==> config.mk <==
export PLATFORM = sky130hd
export DESIGN_NAME = sbox_layer_sequencer
export DESIGN_NICKNAME = d
export VERILOG_FILES = /design/src/rtl/sbox_layer_sequencer.sv
export SDC_FILE = /design/constraint.sdc
export NUM_CORES = 1
export LEC_CHECK = 0
export BUFFER_PORTS_ARGS = -buffer_cell sky130_fd_sc_hd__clkbuf_2
export CAP_MARGIN = 20
export CORE_MARGIN = 3
export CORE_UTILIZATION = 50
export CTS_BUF_LIST = sky130_fd_sc_hd__clkbuf_2
export CTS_CLUSTER_SIZE = 8
export DETAILED_ROUTE_END_ITERATION = 16
export PLACE_DENSITY_LB_ADDON = 0.1
export SYNTH_ARGS = -nofsm -noshare
export SYNTH_HDL_FRONTEND = slang
export SYNTH_SLANG_ARGS = --single-unit
export TNS_END_PERCENT = 10
==> constraint.sdc <==
create_clock -name clk -period 7.4 [get_ports clk]
set_clock_uncertainty 0.1 [all_clocks]
set_input_delay 2.22 -clock clk [delete_from_list [all_inputs] [get_ports clk]]
set_output_delay 2.22 -clock clk [all_outputs]
set_load 0.02 [all_outputs]
==> src/rtl/sbox_layer_sequencer.sv <==
// Serial SubCells sequencer: streams a two-share state nibble by nibble through a
// clock-gated masked S-box, re-arming it per nibble and reassembling the output shares.
module sbox_layer_sequencer #(
  parameter int NIBBLES = 16,
  parameter int LATENCY = 9,
  parameter int TIMEOUT = 16
) (
  input  logic                 clk,
  input  logic                 rst,
  input  logic [4*NIBBLES-1:0] in_s0,
  input  logic [4*NIBBLES-1:0] in_s1,
  input  logic                 in_valid,
  output logic                 in_ready,
  output logic [4*NIBBLES-1:0] out_s0,
  output logic [4*NIBBLES-1:0] out_s1,
  output logic                 out_valid,
  input  logic                 out_ready,
  output logic                 sbox_rst,
  output logic [3:0]           sbox_SI_s0,
  output logic [3:0]           sbox_SI_s1,
  input  logic                 sbox_Synch,
  input  logic [3:0]           sbox_SO_s0,
  input  logic [3:0]           sbox_SO_s1,
  output logic                 busy,
  output logic                 err
);

  // A timeout shorter than the gadget period would fire on every nibble; clamp it.
  localparam int TMO_EFF = (TIMEOUT > LATENCY) ? TIMEOUT : (LATENCY + 1);
  localparam int IDX_W   = (NIBBLES > 1) ? $clog2(NIBBLES) : 1;
  localparam int CNT_W   = $clog2(TMO_EFF + 1);
  localparam logic [IDX_W-1:0] LAST_IDX = IDX_W'(NIBBLES - 1);
  localparam logic [CNT_W-1:0] TMO_MAX  = CNT_W'(TMO_EFF);
  localparam logic [CNT_W-1:0] TMO_LAST = CNT_W'(TMO_EFF - 1);

  typedef enum logic [2:0] {
    S_IDLE    = 3'd0,
    S_LOAD    = 3'd1,
    S_WAIT    = 3'd2,
    S_CAPTURE = 3'd3,
    S_DONE    = 3'd4
  } state_t;

  state_t               state_r;
  state_t               next_state_s;
  logic [IDX_W-1:0]     idx_r;
  logic [IDX_W-1:0]     load_idx_s;
  logic [CNT_W-1:0]     wait_cnt_r;
  logic [4*NIBBLES-1:0] buf_s0_r;
  logic [4*NIBBLES-1:0] buf_s1_r;
  logic [3:0]           si_s0_r;
  logic [3:0]           si_s1_r;
  logic [3:0]           si_s0_s;
  logic [3:0]           si_s1_s;
  logic                 in_ready_r;
  logic                 in_ready_s;
  logic                 busy_r;
  logic                 busy_s;
  logic                 sbox_rst_r;
  logic                 sbox_rst_s;
  logic                 out_valid_r;
  logic                 out_valid_s;
  logic                 err_r;
  logic                 timeout_s;

  assign timeout_s  = (state_r == S_WAIT) && !sbox_Synch && (wait_cnt_r >= TMO_LAST);
  assign load_idx_s = (state_r == S_CAPTURE) ? (idx_r + IDX_W'(1)) : {IDX_W{1'b0}};

  // Next-state logic
  always_comb begin
    next_state_s = state_r;
    case (state_r)
      S_IDLE: begin
        if (in_valid) begin
          next_state_s = S_LOAD;
        end else begin
          next_state_s = S_IDLE;
        end
      end
      S_LOAD: begin
        next_state_s = S_WAIT;
      end
      S_WAIT: begin
        if (sbox_Synch) begin
          next_state_s = S_CAPTURE;
        end else if (timeout_s) begin
          next_state_s = S_IDLE;
        end else begin
          next_state_s = S_WAIT;
        end
      end
      S_CAPTURE: begin
        if (idx_r == LAST_IDX) begin
          next_state_s = S_DONE;
        end else begin
          next_state_s = S_LOAD;
        end
      end
      S_DONE: begin
        if (out_ready) begin
          next_state_s = S_IDLE;
        end else begin
          next_state_s = S_DONE;
        end
      end
      default: begin
        next_state_s = S_IDLE;
      end
    endcase
  end

  // Output logic: next values of the registered outputs, derived from the next state
  always_comb begin
    in_ready_s  = (next_state_s == S_IDLE);
    busy_s      = (next_state_s != S_IDLE) && (next_state_s != S_DONE);
    // The S-box keeps running through CAPTURE so its output shares stay valid.
    sbox_rst_s  = (next_state_s != S_WAIT) && (next_state_s != S_CAPTURE);
    out_valid_s = (next_state_s == S_DONE);
    si_s0_s     = si_s0_r;
    si_s1_s     = si_s1_r;
    if (next_state_s == S_LOAD) begin
      if (state_r == S_IDLE) begin
        si_s0_s = in_s0[3:0];
        si_s1_s = in_s1[3:0];
      end else begin
        si_s0_s = buf_s0_r[{load_idx_s, 2'b00} +: 4];
        si_s1_s = buf_s1_r[{load_idx_s, 2'b00} +: 4];
      end
    end else begin
      si_s0_s = si_s0_r;
      si_s1_s = si_s1_r;
    end
  end

  // State register and registered control outputs
  always_ff @(posedge clk or posedge rst) begin
    if (rst) begin
      state_r     <= S_IDLE;
      in_ready_r  <= 1'b1;
      busy_r      <= 1'b0;
      sbox_rst_r  <= 1'b1;
      out_valid_r <= 1'b0;
      si_s0_r     <= 4'd0;
      si_s1_r     <= 4'd0;
    end else begin
      state_r     <= next_state_s;
      in_ready_r  <= in_ready_s;
      busy_r      <= busy_s;
      sbox_rst_r  <= sbox_rst_s;
      out_valid_r <= out_valid_s;
      si_s0_r     <= si_s0_s;
      si_s1_r     <= si_s1_s;
    end
  end

  // Datapath: share buffers, nibble index, Synch wait counter and sticky error
  always_ff @(posedge clk or posedge rst) begin
    if (rst) begin
      buf_s0_r   <= {(4*NIBBLES){1'b0}};
      buf_s1_r   <= {(4*NIBBLES){1'b0}};
      idx_r      <= {IDX_W{1'b0}};
      wait_cnt_r <= {CNT_W{1'b0}};
      err_r      <= 1'b0;
    end else begin
      case (state_r)
        S_IDLE: begin
          if (in_valid) begin
            buf_s0_r <= in_s0;
            buf_s1_r <= in_s1;
            idx_r    <= {IDX_W{1'b0}};
            err_r    <= 1'b0;
          end
        end
        S_LOAD: begin
          wait_cnt_r <= {CNT_W{1'b0}};
        end
        S_WAIT: begin
          if (wait_cnt_r != TMO_MAX) begin
            wait_cnt_r <= wait_cnt_r + CNT_W'(1);
          end
          if (timeout_s) begin
            err_r <= 1'b1;
          end
        end
        S_CAPTURE: begin
          buf_s0_r[{idx_r, 2'b00} +: 4] <= sbox_SO_s0;
          buf_s1_r[{idx_r, 2'b00} +: 4] <= sbox_SO_s1;
          if (idx_r != LAST_IDX) begin
            idx_r <= idx_r + IDX_W'(1);
          end
        end
        default: begin
        end
      endcase
    end
  end

  assign in_ready   = in_ready_r;
  assign busy       = busy_r;
  assign sbox_rst   = sbox_rst_r;
  assign out_valid  = out_valid_r;
  assign out_s0     = buf_s0_r;
  assign out_s1     = buf_s1_r;
  assign sbox_SI_s0 = si_s0_r;
  assign sbox_SI_s1 = si_s1_r;
  assign err        = err_r;

endmodule

==> run_summary.xml, run 1 <==
<?xml version="1.0" encoding="UTF-8"?>
<metrics>
  <group name="cts">
    <metric name="cts_buffer_depth" unit="">2</metric>
    <metric name="cts.reportedPaths.clkPinSlew" unit="ns">0.21</metric>
    <metric name="post_cts_resized" unit="">0</metric>
    <metric name="post_cts_setup_buffer_count" unit="">0</metric>
    <metric name="clock_latency" unit="ns">0.76</metric>
    <metric name="cts_num_sinks" unit="">153</metric>
    <metric name="cts_made_buffers" unit="">17</metric>
    <metric name="postCtsHoldBufs" unit="">0</metric>
    <metric name="cts-htree-levels" unit="">4</metric>
    <metric name="tritoncts_clock_tree" unit="">built</metric>
    <metric name="cts_root_buf" unit="">sky130_fd_sc_hd__clkbuf_2</metric>
  </group>
  <group name="worst_setup_path">
    <metric name="critical-path-max-stage-delay" unit="ns">0.67</metric>
    <metric name="timing.critical_path.max_delay_family" unit="">compound AO/OA/AOI/OAI gates</metric>
    <metric name="r2r_slack" unit="ns">3.47</metric>
    <metric name="timing_worst_setup_path_type" unit="">flip-flop to flip-flop</metric>
    <metric name="path_cells" unit="">buf_4 -&gt; ha_1 -&gt; xor2_1 -&gt; nand2_1 -&gt; o221ai_1 -&gt; a21oi_1 -&gt; a2111oi_0 -&gt; o41ai_1</metric>
    <metric name="worstPathMaxFanout" unit="">62</metric>
    <metric name="number_of_buffers_and_inverters_on_the_critical_path" unit="">1</metric>
    <metric name="r2r.worst_path.cells" unit="">8</metric>
    <metric name="timing.critical_path.from_type" unit="">flip-flop</metric>
    <metric name="critical_path_required" unit="ns">7.94</metric>
    <metric name="critical_path_depth" unit="">8</metric>
    <metric name="cp_slowest_cell" unit="">sky130_fd_sc_hd__nand2_1</metric>
    <metric name="timing.critical_path.arrival" unit="ns">4.47</metric>
    <metric name="setup.worst_path.end_class" unit="">flip-flop</metric>
  </group>
  <group name="sta">
    <metric name="timing_max_transition_violations_final" unit="">0</metric>
    <metric name="worst_pin_slew" unit="ns">1.10</metric>
    <metric name="timing.max_slew.rel_slack" unit="">0.266</metric>
    <metric name="fin_ws" unit="ns">3.47</metric>
    <metric name="timing.final.crit_share" unit="">0.532</metric>
    <metric name="finalHoldWorstSlack" unit="ns">0.437</metric>
    <metric name="setup_violations" unit="">0</metric>
    <metric name="grt_setup_unrepaired" unit="">no</metric>
    <metric name="totalNegativeSetupSlack" unit="ns">0</metric>
    <metric name="timing.fmax" unit="GHz">0.254</metric>
    <metric name="hold_violations" unit="">0</metric>
    <metric name="finalWorstPathRequiredPeriod" unit="ns">3.93</metric>
  </group>
  <group name="drt">
    <metric name="route.final.wire_length" unit="mm">34.1</metric>
    <metric name="dr.first_iter.drc_count" unit="">1044</metric>
    <metric name="route.vias.total" unit="">9337</metric>
    <metric name="drt-wirelength-per-cell" unit="µm">22.7</metric>
    <metric name="mean_number_of_vias_per_cell" unit="">6.22</metric>
    <metric name="post-route-drc-count" unit="">0</metric>
    <metric name="ant_nets" unit="">0</metric>
    <metric name="first_pass_detailed_route_iteration_total" unit="">6</metric>
  </group>
  <group name="floorplan">
    <metric name="floorplan.core_area" unit="µm²">16600</metric>
    <metric name="design.die.area" unit="µm²">18600</metric>
    <metric name="starting_density" unit="">0.512</metric>
    <metric name="num_io_pins" unit="">282</metric>
    <metric name="die_x" unit="µm">137</metric>
    <metric name="die_h" unit="µm">137</metric>
    <metric name="num_rows" unit="">47</metric>
  </group>
  <group name="yosys">
    <metric name="netlist_area" unit="µm²">8520</metric>
    <metric name="synth.distinct_cells" unit="">56</metric>
    <metric name="synth_fa_ha_area_frac" unit="">0.0103</metric>
    <metric name="synthCells" unit="">1028</metric>
    <metric name="yosysWarnings" unit="">0</metric>
    <metric name="mean_cell_area_of_the_mapped_netlist" unit="µm²">8.28</metric>
    <metric name="netlist.area_leader.share" unit="">0.444</metric>
    <metric name="synth_fp_nets" unit="">1176</metric>
    <metric name="share_of_synthesized_cell_area_in_and_or_nand_and_nor_gates" unit="">0.182</metric>
    <metric name="fraction_of_synthesized_area_in_multiplexers" unit="">0.0417</metric>
    <metric name="synth_compound_area_frac" unit="">0.269</metric>
    <metric name="synth_top_area_cell" unit="">sky130_fd_sc_hd__dfrtp_1</metric>
    <metric name="netlist_top_cells_area" unit="">sky130_fd_sc_hd__dfrtp_1, sky130_fd_sc_hd__o21ai_0, sky130_fd_sc_hd__nand2_1, sky130_fd_sc_hd__a21oi_1, sky130_fd_sc_hd__nor2_1</metric>
    <metric name="synth_top_flop_cell" unit="">sky130_fd_sc_hd__dfrtp_1</metric>
    <metric name="synth_enable_flop_cells" unit="">0</metric>
    <metric name="synth_top_family_by_area" unit="">compound AO/OA/AOI/OAI gates</metric>
    <metric name="asr_flop_ratio_synth" unit="">1.00</metric>
    <metric name="synth-seq-area-share" unit="">0.450</metric>
    <metric name="synth_seq_cells" unit="">153</metric>
    <metric name="synth_xor_area_frac" unit="">0.00617</metric>
  </group>
  <group name="global_routing">
    <metric name="grt_overflow_total" unit="">0</metric>
    <metric name="global_router_s_overall_resource_usage" unit="">0.360</metric>
    <metric name="number_of_antenna_violations_at_the_first_check_in_global_routing" unit="">1</metric>
    <metric name="vias_in_the_first_global_route" unit="">8580</metric>
    <metric name="pin_count_of_the_biggest_net_entering_global_routing" unit="">94</metric>
    <metric name="first_pass_grt_wire_length" unit="mm">50.3</metric>
  </group>
  <group name="power">
    <metric name="power.share.combinational" unit="">0.559</metric>
    <metric name="power_density_normalized_to_cell_area" unit="nW/µm²">489</metric>
    <metric name="leakage" unit="nW">4.99</metric>
    <metric name="sw_frac_of_total" unit="">0.521</metric>
    <metric name="internal_power" unit="W">0.00241</metric>
    <metric name="total_switching_power" unit="W">0.00262</metric>
    <metric name="irDropWorstVdd" unit="mV">0.250</metric>
    <metric name="sequentialPowerShare" unit="">0.338</metric>
    <metric name="power.clock.fraction" unit="">0.103</metric>
  </group>
  <group name="place">
    <metric name="dp_slack" unit="ns">3.29</metric>
    <metric name="number_of_i_o_port_buffers" unit="">281</metric>
    <metric name="routabilityCongestion" unit="">0.983</metric>
    <metric name="dp_hpwl" unit="mm">24.6</metric>
  </group>
  <group name="cells_and_area">
    <metric name="ratio_of_cells_with_drive_above_1_in_the_final_layout" unit="">0.271</metric>
    <metric name="synthToLayoutAreaGrowth" unit="%">20.7</metric>
    <metric name="fillerInstances" unit="">1559</metric>
    <metric name="final_net_count" unit="">1414</metric>
  </group>
  <group name="worst_hold_path">
    <metric name="hold_depth" unit="">2</metric>
    <metric name="hold_class" unit="">flip-flop to flip-flop</metric>
  </group>
  <group name="run_status">
    <metric name="status" unit="">finished, final reports clean</metric>
  </group>
  <group name="flow_run">
    <metric name="cap_violations" unit="">0</metric>
  </group>
</metrics>
## worst register-to-register path, cell delays in order, from the launching register on
cell and delay, ns:
sky130_fd_sc_hd__dfrtp_2 0.40, sky130_fd_sc_hd__buf_4 0.61, sky130_fd_sc_hd__ha_1 0.37, sky130_fd_sc_hd__xor2_1 0.50, sky130_fd_sc_hd__nand2_1 0.67, sky130_fd_sc_hd__o221ai_1 0.26, sky130_fd_sc_hd__a21oi_1 0.12, sky130_fd_sc_hd__a2111oi_0 0.62
sky130_fd_sc_hd__o41ai_1 0.18
## power groups by stage
| stage | logic [W] | registers [W] | clock network (W) |
|---|---|---|---|
| after detailed placement | 0.00276 | 0.00169 | 0 |
| after global placement | 0.00271 | 0.00170 | 0 |
| after CTS | 0.00276 | 0.00168 | 0.000519 |
| after global routing | 0.00303 | 0.00174 | 0.000547 |
| final | 0.00281 | 0.00170 | 0.000518 |
| after floorplan | 0.00145 | 0.00198 | 0 |
## cells in the final DEF, fill, tap and decap left out, types with 5 or more instances in the layout
cell | netlist | layout
sky130_fd_sc_hd__nand3_1 | 18 | 18
sky130_fd_sc_hd__a21oi_1 | 106 | 106
sky130_fd_sc_hd__o21ai_0 | 153 | 153
sky130_fd_sc_hd__a2bb2oi_1 | 45 | 45
sky130_fd_sc_hd__buf_4 | 0 | 9
sky130_fd_sc_hd__mux2i_1 | 22 | 22
sky130_fd_sc_hd__a221oi_1 | 6 | 6
sky130_fd_sc_hd__nand3b_1 | 5 | 5
sky130_fd_sc_hd__nand2b_1 | 5 | 5
sky130_fd_sc_hd__mux2_2 | 12 | 12
sky130_fd_sc_hd__o22ai_1 | 8 | 8
sky130_fd_sc_hd__o211ai_1 | 6 | 6
sky130_fd_sc_hd__ha_1 | 7 | 7
sky130_fd_sc_hd__a31oi_1 | 5 | 5
sky130_fd_sc_hd__and2_1 | 11 | 11
sky130_fd_sc_hd__dfrtp_1 | 151 | 150
sky130_fd_sc_hd__a221o_1 | 11 | 11
sky130_fd_sc_hd__nor2b_1 | 5 | 5
sky130_fd_sc_hd__o221ai_1 | 8 | 8
sky130_fd_sc_hd__nor3_1 | 7 | 7
sky130_fd_sc_hd__inv_1 | 18 | 17
sky130_fd_sc_hd__nand2_1 | 175 | 174
sky130_fd_sc_hd__nor2_1 | 111 | 111
sky130_fd_sc_hd__a211oi_1 | 6 | 6
sky130_fd_sc_hd__and3_1 | 9 | 9
sky130_fd_sc_hd__clkbuf_2 | 0 | 299
## cells in the mapped netlist, types with 2 or more instances
| cell type | number |
|---|---|
| sky130_fd_sc_hd__and2_1 | 11 |
| sky130_fd_sc_hd__nand3_1 | 18 |
| sky130_fd_sc_hd__o211ai_1 | 6 |
| sky130_fd_sc_hd__a211oi_1 | 6 |
| sky130_fd_sc_hd__a22o_1 | 2 |
| sky130_fd_sc_hd__nor2_1 | 111 |
| sky130_fd_sc_hd__clkbuf_1 | 57 |
| sky130_fd_sc_hd__mux2_2 | 12 |
| sky130_fd_sc_hd__o41ai_1 | 2 |
| sky130_fd_sc_hd__nor4_1 | 3 |
| sky130_fd_sc_hd__or2_2 | 2 |
| sky130_fd_sc_hd__a32o_1 | 2 |
| sky130_fd_sc_hd__a32oi_1 | 3 |
| sky130_fd_sc_hd__nand4_1 | 4 |
| sky130_fd_sc_hd__buf_1 | 3 |
| sky130_fd_sc_hd__mux2i_1 | 22 |
| sky130_fd_sc_hd__ha_1 | 7 |
| sky130_fd_sc_hd__xnor2_1 | 3 |
| sky130_fd_sc_hd__and3_1 | 9 |
| sky130_fd_sc_hd__a2bb2oi_1 | 45 |
| sky130_fd_sc_hd__a31oi_1 | 5 |
| sky130_fd_sc_hd__a221oi_1 | 6 |
| sky130_fd_sc_hd__o22ai_1 | 8 |
| sky130_fd_sc_hd__o21a_1 | 2 |
| sky130_fd_sc_hd__nor3_1 | 7 |
| sky130_fd_sc_hd__a21oi_1 | 106 |
| sky130_fd_sc_hd__nand3b_1 | 5 |
| sky130_fd_sc_hd__dfstp_2 | 2 |
| sky130_fd_sc_hd__dfrtp_1 | 151 |
| sky130_fd_sc_hd__o221ai_1 | 8 |
| sky130_fd_sc_hd__o21ai_0 | 153 |
| sky130_fd_sc_hd__inv_1 | 18 |
| sky130_fd_sc_hd__buf_2 | 12 |
| sky130_fd_sc_hd__nor2b_1 | 5 |
| sky130_fd_sc_hd__xor2_1 | 3 |
| sky130_fd_sc_hd__a221o_1 | 11 |
| sky130_fd_sc_hd__nand2b_1 | 5 |
| sky130_fd_sc_hd__nand2_1 | 175 |
## stage by stage
stage / instance area, µm² / utilization / std cells / power, W
floorplan: 8520 / - / 1028 / 0.00343
global placement: 10000 / 0.601 / 1466 / 0.00441
detailed placement: 10000 / 0.601 / 1466 / 0.00445
CTS: 10300 / 0.617 / 1498 / 0.00496
global route: 10300 / 0.618 / 1500 / 0.00531
finish: 10300 / 0.618 / 1500 / 0.00502
## registers in the layout (all words and copies together) (netlist names)
register / count
out_s0: 64
out_s1: 64
wait_cnt_r: 5
idx_r: 4
sbox_SI_s0: 4
sbox_SI_s1: 4
state_r: 3
busy: 1
err: 1
in_ready: 1
out_valid: 1
sbox_rst: 1
## metal layers
metal	global-route usage	wire, µm
met5	0	0
met4	0.129	1270
met3	0.0904	4200
met2	0.542	15200
met1	0.506	13500
## area by class of cell
class | count | area (µm²) | area share
clock inverter | 14 | 173 | 0.0168
sequential | 153 | 3830 | 0.373
antenna | 1 | 2.50 | 0.000243
multi-input combinational | 785 | 4350 | 0.423
clock buffer | 18 | 90.1 | 0.00876
inverter | 18 | 72.6 | 0.00706
timing repair buffer | 291 | 1490 | 0.144
tap | 220 | 275 | 0.0268
## path summary, 6_finish.rpt
kind | end | startpoint
worst min-delay path | sbox_SI_s0[3] | sbox_SI_s0[3]
min in group asynchronous | out_s0[57] | rst
worst min register to register | sbox_SI_s0[3] | sbox_SI_s0[3]
worst max-delay path | sbox_SI_s0[0] | idx_r[0]
worst max register to register | sbox_SI_s0[0] | idx_r[0]
max in group asynchronous | out_s1[27] | rst
## cell families (layout without fill, tap and decap cells)
kind of cell / after synthesis / count (layout)
AO/OA/AOI/OAI: 376 / 376
AND/OR/NAND/NOR: 362 / 362
flip-flops: 153 / 153
buffers and inverters: 90 / 341
multiplexers: 34 / 34
adder cells (fa/ha/maj): 7 / 7
XOR/XNOR: 6 / 6
other: 0 / 1
(Power assumes the default switching activity.)
==> run 2: changes to the inputs <==
- CORE_UTILIZATION: 50 -> 48
- clock period: 7.4 -> 3.5 ns (I/O delays scaled with it)
==> run 2 against run 1 <==
Against the previous run: largest cell class unchanged; largest power group unchanged; clock power up 97%; critical path type unchanged; first-iteration DRC count grew 3.4%; critical path depth is 2 lower.
==> run_summary.xml, run 2 (synthesized netlist as in run 1, its figures left out) <==
<?xml version="1.0" encoding="UTF-8"?>
<metrics>
  <group name="run_status">
    <metric name="status" unit="">finished, final reports clean</metric>
  </group>
  <group name="worst_hold_path">
    <metric name="hold_class" unit="">input pin to asynchronous set/reset pin</metric>
  </group>
  <group name="drt">
    <metric name="dr.first_iter.drc_count" unit="">1080</metric>
    <metric name="first_pass_detailed_route_iteration_total" unit="">6</metric>
    <metric name="drt-wirelength-per-cell" unit="µm">23.4</metric>
    <metric name="post-route-drc-count" unit="">0</metric>
    <metric name="mean_number_of_vias_per_cell" unit="">6.20</metric>
    <metric name="ant_nets" unit="">0</metric>
    <metric name="route.final.wire_length" unit="mm">35.8</metric>
    <metric name="route.vias.total" unit="">9499</metric>
  </group>
  <group name="sta">
    <metric name="totalNegativeSetupSlack" unit="ns">0</metric>
    <metric name="timing.fmax" unit="GHz">0.343</metric>
    <metric name="hold_violations" unit="">0</metric>
    <metric name="finalWorstPathRequiredPeriod" unit="ns">2.92</metric>
    <metric name="finalHoldWorstSlack" unit="ns">0.229</metric>
    <metric name="timing_max_transition_violations_final" unit="">0</metric>
    <metric name="timing.max_slew.rel_slack" unit="">0.320</metric>
    <metric name="setup_violations" unit="">0</metric>
    <metric name="grt_setup_unrepaired" unit="">no</metric>
    <metric name="worst_pin_slew" unit="ns">1.02</metric>
    <metric name="timing.final.crit_share" unit="">0.834</metric>
  </group>
  <group name="worst_setup_path">
    <metric name="worstPathMaxFanout" unit="">16</metric>
    <metric name="critical_path_required" unit="ns">4.09</metric>
    <metric name="timing.critical_path.from_type" unit="">flip-flop</metric>
    <metric name="setup.worst_path.end_class" unit="">flip-flop</metric>
    <metric name="timing.critical_path.arrival" unit="ns">3.50</metric>
    <metric name="timing_worst_setup_path_type" unit="">flip-flop to flip-flop</metric>
  </group>
  <group name="cells_and_area">
    <metric name="final_util" unit="">0.607</metric>
    <metric name="commonest_non_fill_non_tap_cells_in_the_layout" unit="">sky130_fd_sc_hd__clkbuf_2, sky130_fd_sc_hd__nand2_1, sky130_fd_sc_hd__o21ai_0</metric>
    <metric name="ratio_of_cells_with_drive_above_1_in_the_final_layout" unit="">0.285</metric>
    <metric name="synthToLayoutAreaGrowth" unit="%">23.6</metric>
    <metric name="fillerInstances" unit="">1626</metric>
    <metric name="final_net_count" unit="">1440</metric>
    <metric name="layout_commonest_cell" unit="">sky130_fd_sc_hd__clkbuf_2</metric>
  </group>
  <group name="cts">
    <metric name="clock_latency" unit="ns">0.77</metric>
    <metric name="post_cts_setup_buffer_count" unit="">0</metric>
    <metric name="cts_made_buffers" unit="">17</metric>
    <metric name="cts-htree-levels" unit="">4</metric>
    <metric name="cts_root_buf" unit="">sky130_fd_sc_hd__clkbuf_2</metric>
    <metric name="cts_buffer_depth" unit="">2</metric>
    <metric name="cts_num_sinks" unit="">153</metric>
    <metric name="post_cts_resized" unit="">0</metric>
    <metric name="cts.reportedPaths.clkPinSlew" unit="ns">0.24</metric>
    <metric name="tritoncts_clock_tree" unit="">built</metric>
    <metric name="postCtsHoldBufs" unit="">0</metric>
  </group>
  <group name="global_routing">
    <metric name="grt_overflow_total" unit="">0</metric>
    <metric name="first_pass_grt_wire_length" unit="mm">53.6</metric>
    <metric name="number_of_antenna_violations_at_the_first_check_in_global_routing" unit="">1</metric>
    <metric name="pin_count_of_the_biggest_net_entering_global_routing" unit="">64</metric>
    <metric name="vias_in_the_first_global_route" unit="">9062</metric>
    <metric name="global_router_s_overall_resource_usage" unit="">0.360</metric>
  </group>
  <group name="floorplan">
    <metric name="num_io_pins" unit="">282</metric>
    <metric name="floorplan.core_area" unit="µm²">17400</metric>
    <metric name="design.die.area" unit="µm²">19400</metric>
    <metric name="num_rows" unit="">48</metric>
    <metric name="starting_density" unit="">0.491</metric>
    <metric name="die_h" unit="µm">139</metric>
    <metric name="die_x" unit="µm">139</metric>
  </group>
  <group name="power">
    <metric name="power_density_normalized_to_cell_area" unit="nW/µm²">1020</metric>
    <metric name="irDropWorstVdd" unit="mV">0.478</metric>
    <metric name="leakage" unit="nW">5.13</metric>
  </group>
  <group name="flow_run">
    <metric name="cap_violations" unit="">0</metric>
  </group>
  <group name="place">
    <metric name="number_of_i_o_port_buffers" unit="">281</metric>
    <metric name="routabilityCongestion" unit="">1.01</metric>
    <metric name="dp_hpwl" unit="mm">26.5</metric>
  </group>
</metrics>
==> run 2: critical path, cell delays in order (launching register included) <==
cell and delay [ns]:
sky130_fd_sc_hd__dfrtp_1 0.66, sky130_fd_sc_hd__nand3b_1 0.36, sky130_fd_sc_hd__nor3_4 0.51, sky130_fd_sc_hd__nand4_1 0.48, sky130_fd_sc_hd__nand2_1 0.50, sky130_fd_sc_hd__nor2_1 0.10, sky130_fd_sc_hd__a21oi_1 0.14
==> run 2: worst paths after layout <==
| kind | cells past startpoint | slack, ns | startpoint | end |
|---|---|---|---|---|
| max | 6 | 0.58 | state_r[1] | out_s1[11] |
| min | 2 | 0.23 | rst | out_s0[48] |
| max reg2reg | 6 | 0.58 | state_r[1] | out_s1[11] |
| min reg2reg | 1 | 0.45 | wait_cnt_r[0] | wait_cnt_r[0] |
| max in group asynchronous | 3 | 2.30 | rst | out_s0[17] |
| min in group clk | 3 | 0.34 | in_s1[40] | out_s1[40] |
==> run 2: area by class of cell <==
type,instances,area (µm²),area share
Multi-Input combinational cell,785,4350,0.413
Sequential cell,153,3830,0.364
Timing Repair Buffer,317,1760,0.168
Antenna cell,1,2.50,0.000238
Tap cell,225,282,0.0267
Inverter,18,71.3,0.00677
Clock buffer,20,100,0.00951
Clock inverter,12,126,0.0120
==> run 2: metrics by stage <==
stage               cell area [µm²]  power, W  std cells  setup WS [ns]
finish                        10500    0.0108       1531          0.582
global route                  10500    0.0114       1531          0.401
CTS                           10500    0.0107       1530          0.705
floorplan                      8520   0.00725       1028          0.421
global placement              10300   0.00956       1498          0.694
detailed placement            10300   0.00966       1498          0.634
==> run 2: routing by layer <==
layer,GRT usage,share of wire
met1,0.497,0.40
met4,0.147,0.041
met3,0.103,0.12
met2,0.536,0.44
met5,0,0
==> run 2: where the power goes <==
part	internal (W)	total, W	switching (W)
combinational	0.00224	0.00614	0.00391
sequential	0.00261	0.00363	0.00102
clock	0.000331	0.00102	0.000684
total	0.00518	0.0108	0.00561
==> run 3: changes to the inputs <==
- ABC_AREA: not set -> 1
- clock period: 3.5 -> 2.46 ns (I/O delays scaled with it)
==> run 3 against run 2 <==
Against the previous run: sequential power up 27%; sequential share of layout area down 3.4 points; register-to-register slack worse by 0.49 ns; design area up 10%; clock power up 46%; first-iteration DRC count up 7.7%; routed wire length up 4.3%; largest cell class unchanged; global-route usage about the same; critical endpoint is now out_s0[44]; power up 46%; core utilization up 2.7 points; maximum frequency up 23%.
==> run_summary.xml, run 3 <==
<?xml version="1.0" encoding="UTF-8"?>
<metrics>
  <group name="worst_setup_path">
    <metric name="timing_worst_setup_path_type" unit="">flip-flop to flip-flop</metric>
    <metric name="timing.critical_path.arrival" unit="ns">2.94</metric>
    <metric name="critical_path_required" unit="ns">3.03</metric>
    <metric name="worstPathMaxFanout" unit="">11</metric>
    <metric name="timing.critical_path.from_type" unit="">flip-flop</metric>
    <metric name="setup.worst_path.end_class" unit="">flip-flop</metric>
  </group>
  <group name="yosys">
    <metric name="synthCells" unit="">1293</metric>
    <metric name="synth_enable_flop_cells" unit="">0</metric>
    <metric name="mean_cell_area_of_the_mapped_netlist" unit="µm²">7.08</metric>
    <metric name="synth_top_flop_cell" unit="">sky130_fd_sc_hd__dfrtp_1</metric>
    <metric name="synth_top_area_cell" unit="">sky130_fd_sc_hd__dfrtp_1</metric>
    <metric name="yosysWarnings" unit="">0</metric>
    <metric name="synth_top_cells_by_count" unit="">sky130_fd_sc_hd__nand2_1, sky130_fd_sc_hd__nand3_1, sky130_fd_sc_hd__inv_1, sky130_fd_sc_hd__dfrtp_1, sky130_fd_sc_hd__nor2_1</metric>
    <metric name="netlist.area_leader.share" unit="">0.413</metric>
    <metric name="synth_seq_cells" unit="">153</metric>
    <metric name="synth_fp_nets" unit="">1441</metric>
    <metric name="netlist_area" unit="µm²">9160</metric>
    <metric name="yosys.cell_count.top_type" unit="">sky130_fd_sc_hd__nand2_1</metric>
    <metric name="netlist_top_cells_area" unit="">sky130_fd_sc_hd__dfrtp_1, sky130_fd_sc_hd__nand3_1, sky130_fd_sc_hd__nand2_1, sky130_fd_sc_hd__inv_1, sky130_fd_sc_hd__nor2_1</metric>
    <metric name="synth.distinct_cells" unit="">32</metric>
    <metric name="asr_flop_ratio_synth" unit="">1.00</metric>
    <metric name="synth-seq-area-share" unit="">0.418</metric>
  </group>
  <group name="drt">
    <metric name="first_pass_detailed_route_iteration_total" unit="">6</metric>
    <metric name="ant_nets" unit="">0</metric>
    <metric name="m1WireLength" unit="mm">15.8</metric>
    <metric name="route.vias.total" unit="">10500</metric>
    <metric name="drt-wirelength-per-cell" unit="µm">20.1</metric>
    <metric name="met3WireLength" unit="mm">3.76</metric>
    <metric name="dr.first_iter.drc_count" unit="">1163</metric>
    <metric name="post-route-drc-count" unit="">0</metric>
    <metric name="route.final.wire_length" unit="mm">37.4</metric>
    <metric name="maxUsedRoutingLayer" unit="">met4</metric>
    <metric name="mean_number_of_vias_per_cell" unit="">5.64</metric>
    <metric name="met2RoutedLength" unit="mm">16.7</metric>
  </group>
  <group name="power">
    <metric name="sequentialPowerShare" unit="">0.293</metric>
    <metric name="total_switching_power" unit="W">0.00862</metric>
    <metric name="sw_frac_of_total" unit="">0.547</metric>
    <metric name="power.clock.fraction" unit="">0.094</metric>
    <metric name="irDropWorstVdd" unit="mV">0.612</metric>
    <metric name="leakage" unit="nW">6.21</metric>
    <metric name="power.share.combinational" unit="">0.612</metric>
    <metric name="internal_power" unit="W">0.00715</metric>
    <metric name="power_density_normalized_to_cell_area" unit="nW/µm²">1360</metric>
  </group>
  <group name="cells_and_area">
    <metric name="multi_input_comb_area" unit="µm²">4450</metric>
    <metric name="layout_commonest_cell" unit="">sky130_fd_sc_hd__nand2_1</metric>
    <metric name="final_net_count" unit="">1762</metric>
    <metric name="commonest_non_fill_non_tap_cells_in_the_layout" unit="">sky130_fd_sc_hd__nand2_1, sky130_fd_sc_hd__clkbuf_2, sky130_fd_sc_hd__nand3_1</metric>
    <metric name="layout.area.seq" unit="µm²">3830</metric>
    <metric name="ratio_of_cells_with_drive_above_1_in_the_final_layout" unit="">0.262</metric>
    <metric name="fillerInstances" unit="">1712</metric>
    <metric name="final_util" unit="">0.634</metric>
    <metric name="synthToLayoutAreaGrowth" unit="%">26.8</metric>
  </group>
  <group name="sta">
    <metric name="finalHoldWorstSlack" unit="ns">0.0907</metric>
    <metric name="timing_max_transition_violations_final" unit="">0</metric>
    <metric name="fin_ws" unit="ns">0.0949</metric>
    <metric name="timing.max_slew.rel_slack" unit="">0.578</metric>
    <metric name="grt_setup_unrepaired" unit="">yes</metric>
    <metric name="hold_violations" unit="">0</metric>
    <metric name="finalWorstPathRequiredPeriod" unit="ns">2.37</metric>
    <metric name="timing.final.crit_share" unit="">0.961</metric>
    <metric name="worst_pin_slew" unit="ns">0.633</metric>
    <metric name="setup_violations" unit="">0</metric>
    <metric name="totalNegativeSetupSlack" unit="ns">0</metric>
    <metric name="timing.fmax" unit="GHz">0.423</metric>
  </group>
  <group name="flow_run">
    <metric name="cap_violations" unit="">0</metric>
  </group>
  <group name="cts">
    <metric name="cts_root_buf" unit="">sky130_fd_sc_hd__clkbuf_2</metric>
    <metric name="clock_latency" unit="ns">0.77</metric>
    <metric name="cts.reportedPaths.clkPinSlew" unit="ns">0.28</metric>
    <metric name="cts_num_sinks" unit="">153</metric>
    <metric name="cts_made_buffers" unit="">17</metric>
    <metric name="tritoncts_clock_tree" unit="">built</metric>
    <metric name="cts-htree-levels" unit="">4</metric>
    <metric name="cts_buffer_depth" unit="">2</metric>
  </group>
  <group name="global_routing">
    <metric name="global_router_s_overall_resource_usage" unit="">0.360</metric>
    <metric name="pin_count_of_the_biggest_net_entering_global_routing" unit="">76</metric>
    <metric name="first_pass_grt_wire_length" unit="mm">56.8</metric>
    <metric name="grt_overflow_total" unit="">0</metric>
    <metric name="vias_in_the_first_global_route" unit="">9903</metric>
    <metric name="number_of_antenna_violations_at_the_first_check_in_global_routing" unit="">1</metric>
  </group>
  <group name="place">
    <metric name="dp_hpwl" unit="mm">29.5</metric>
    <metric name="number_of_i_o_port_buffers" unit="">281</metric>
    <metric name="dp_slack" unit="ns">0.144</metric>
    <metric name="routabilityCongestion" unit="">1.06</metric>
  </group>
  <group name="floorplan">
    <metric name="die_x" unit="µm">144</metric>
    <metric name="num_io_pins" unit="">282</metric>
    <metric name="design.die.area" unit="µm²">20800</metric>
    <metric name="floorplan.core_area" unit="µm²">18300</metric>
    <metric name="num_rows" unit="">49</metric>
    <metric name="die_h" unit="µm">144</metric>
    <metric name="starting_density" unit="">0.500</metric>
  </group>
  <group name="worst_hold_path">
    <metric name="hold_class" unit="">input pin to flip-flop</metric>
  </group>
  <group name="run_status">
    <metric name="status" unit="">finished, final reports clean</metric>
  </group>
</metrics>
==> run 3: changes by cell type after synthesis, sizes merged, moves of 36 or more <==
cell / change
a2bb2oi: -45
inv: +138
o21ai: -91
nand3: +247
o211ai: +36
clkbuf: -38
nand2: +182
a21oi: -95
==> run 3: metrics by stage <==
stage                     power, W  cells  cell area (µm²)
after global placement      0.0140   1818            11300
after floorplan             0.0102   1293             9160
after CTS                   0.0156   1852            11600
final                       0.0158   1858            11600
after detailed placement    0.0141   1818            11300
after global routing        0.0168   1858            11600
==> run 3: repair_timing <==
action	CTS	global route
setup endpoints to repair	0	22
hold endpoints to repair	7	4
hold buffers	2	4
gates resized for setup	0	8
setup buffers	0	0
==> run 3: final cells by class <==
class                      count  share of cell area
inverter                     157              0.0511
clock inverter                15              0.0135
clock buffer                  17             0.00732
tap                          229              0.0247
timing repair buffer         369               0.190
antenna                        2            0.000431
multi-input combinational    916               0.383
sequential                   153               0.330
==> run 3: worst max-delay path: stages (launching register included) <==
cell and delay, ns:
sky130_fd_sc_hd__dfrtp_1 0.43, sky130_fd_sc_hd__clkinv_1 0.10, sky130_fd_sc_hd__buf_4 0.19, sky130_fd_sc_hd__nand3_1 0.10
sky130_fd_sc_hd__nand2_1 0.06, sky130_fd_sc_hd__nand2_1 0.20, sky130_fd_sc_hd__inv_1 0.21, sky130_fd_sc_hd__buf_4 0.20
sky130_fd_sc_hd__nor3_2 0.19, sky130_fd_sc_hd__nand2_1 0.12, sky130_fd_sc_hd__nand2_1 0.10, sky130_fd_sc_hd__buf_4 0.17
sky130_fd_sc_hd__nand2_1 0.06, sky130_fd_sc_hd__o21ai_0 0.07
==> run 3: power by group through the flow <==
stage	Sequential, W	Clock, W	Combinational (W)
detailed placement	0.00465	0	0.00947
global route	0.00474	0.00161	0.0105
global placement	0.00465	0	0.00937
floorplan	0.00563	0	0.00461
finish	0.00462	0.00149	0.00966
CTS	0.00459	0.00150	0.00950
==> run 3: path summary, 6_finish.rpt <==
kind / startpoint / to / slack (ns) / depth (start not counted)
worst max-delay path: idx_r[0] / out_s0[44] / 0.09 / 13
worst min-delay path: in_s1[43] / out_s1[43] / 0.09 / 3
max in group asynchronous: rst / out_s0[24] / 1.26 / 4
worst max register to register: idx_r[0] / out_s0[44] / 0.09 / 13
min in group asynchronous: rst / out_s0[62] / 0.30 / 3
worst min register to register: sbox_SI_s0[1] / sbox_SI_s0[1] / 0.43 / 2
==> run 3: cells by family after synthesis <==
kind of cell             synth area share
buffers and inverters              0.0990
flip-flops                          0.418
AND/OR/NAND/NOR                     0.367
AO/OA/AOI/OAI                       0.104
adder cells (fa/ha/maj)           0.00956
XOR/XNOR                          0.00178
==> run 3: metal layers <==
| layer | global-route usage | vias to the layer above |
|---|---|---|
| li1 | - | 4915 |
| met2 | 0.547 | 640 |
| met5 | 0 | - |
| met1 | 0.518 | 4838 |
| met3 | 0.0714 | 77 |
| met4 | 0.122 | 0 |
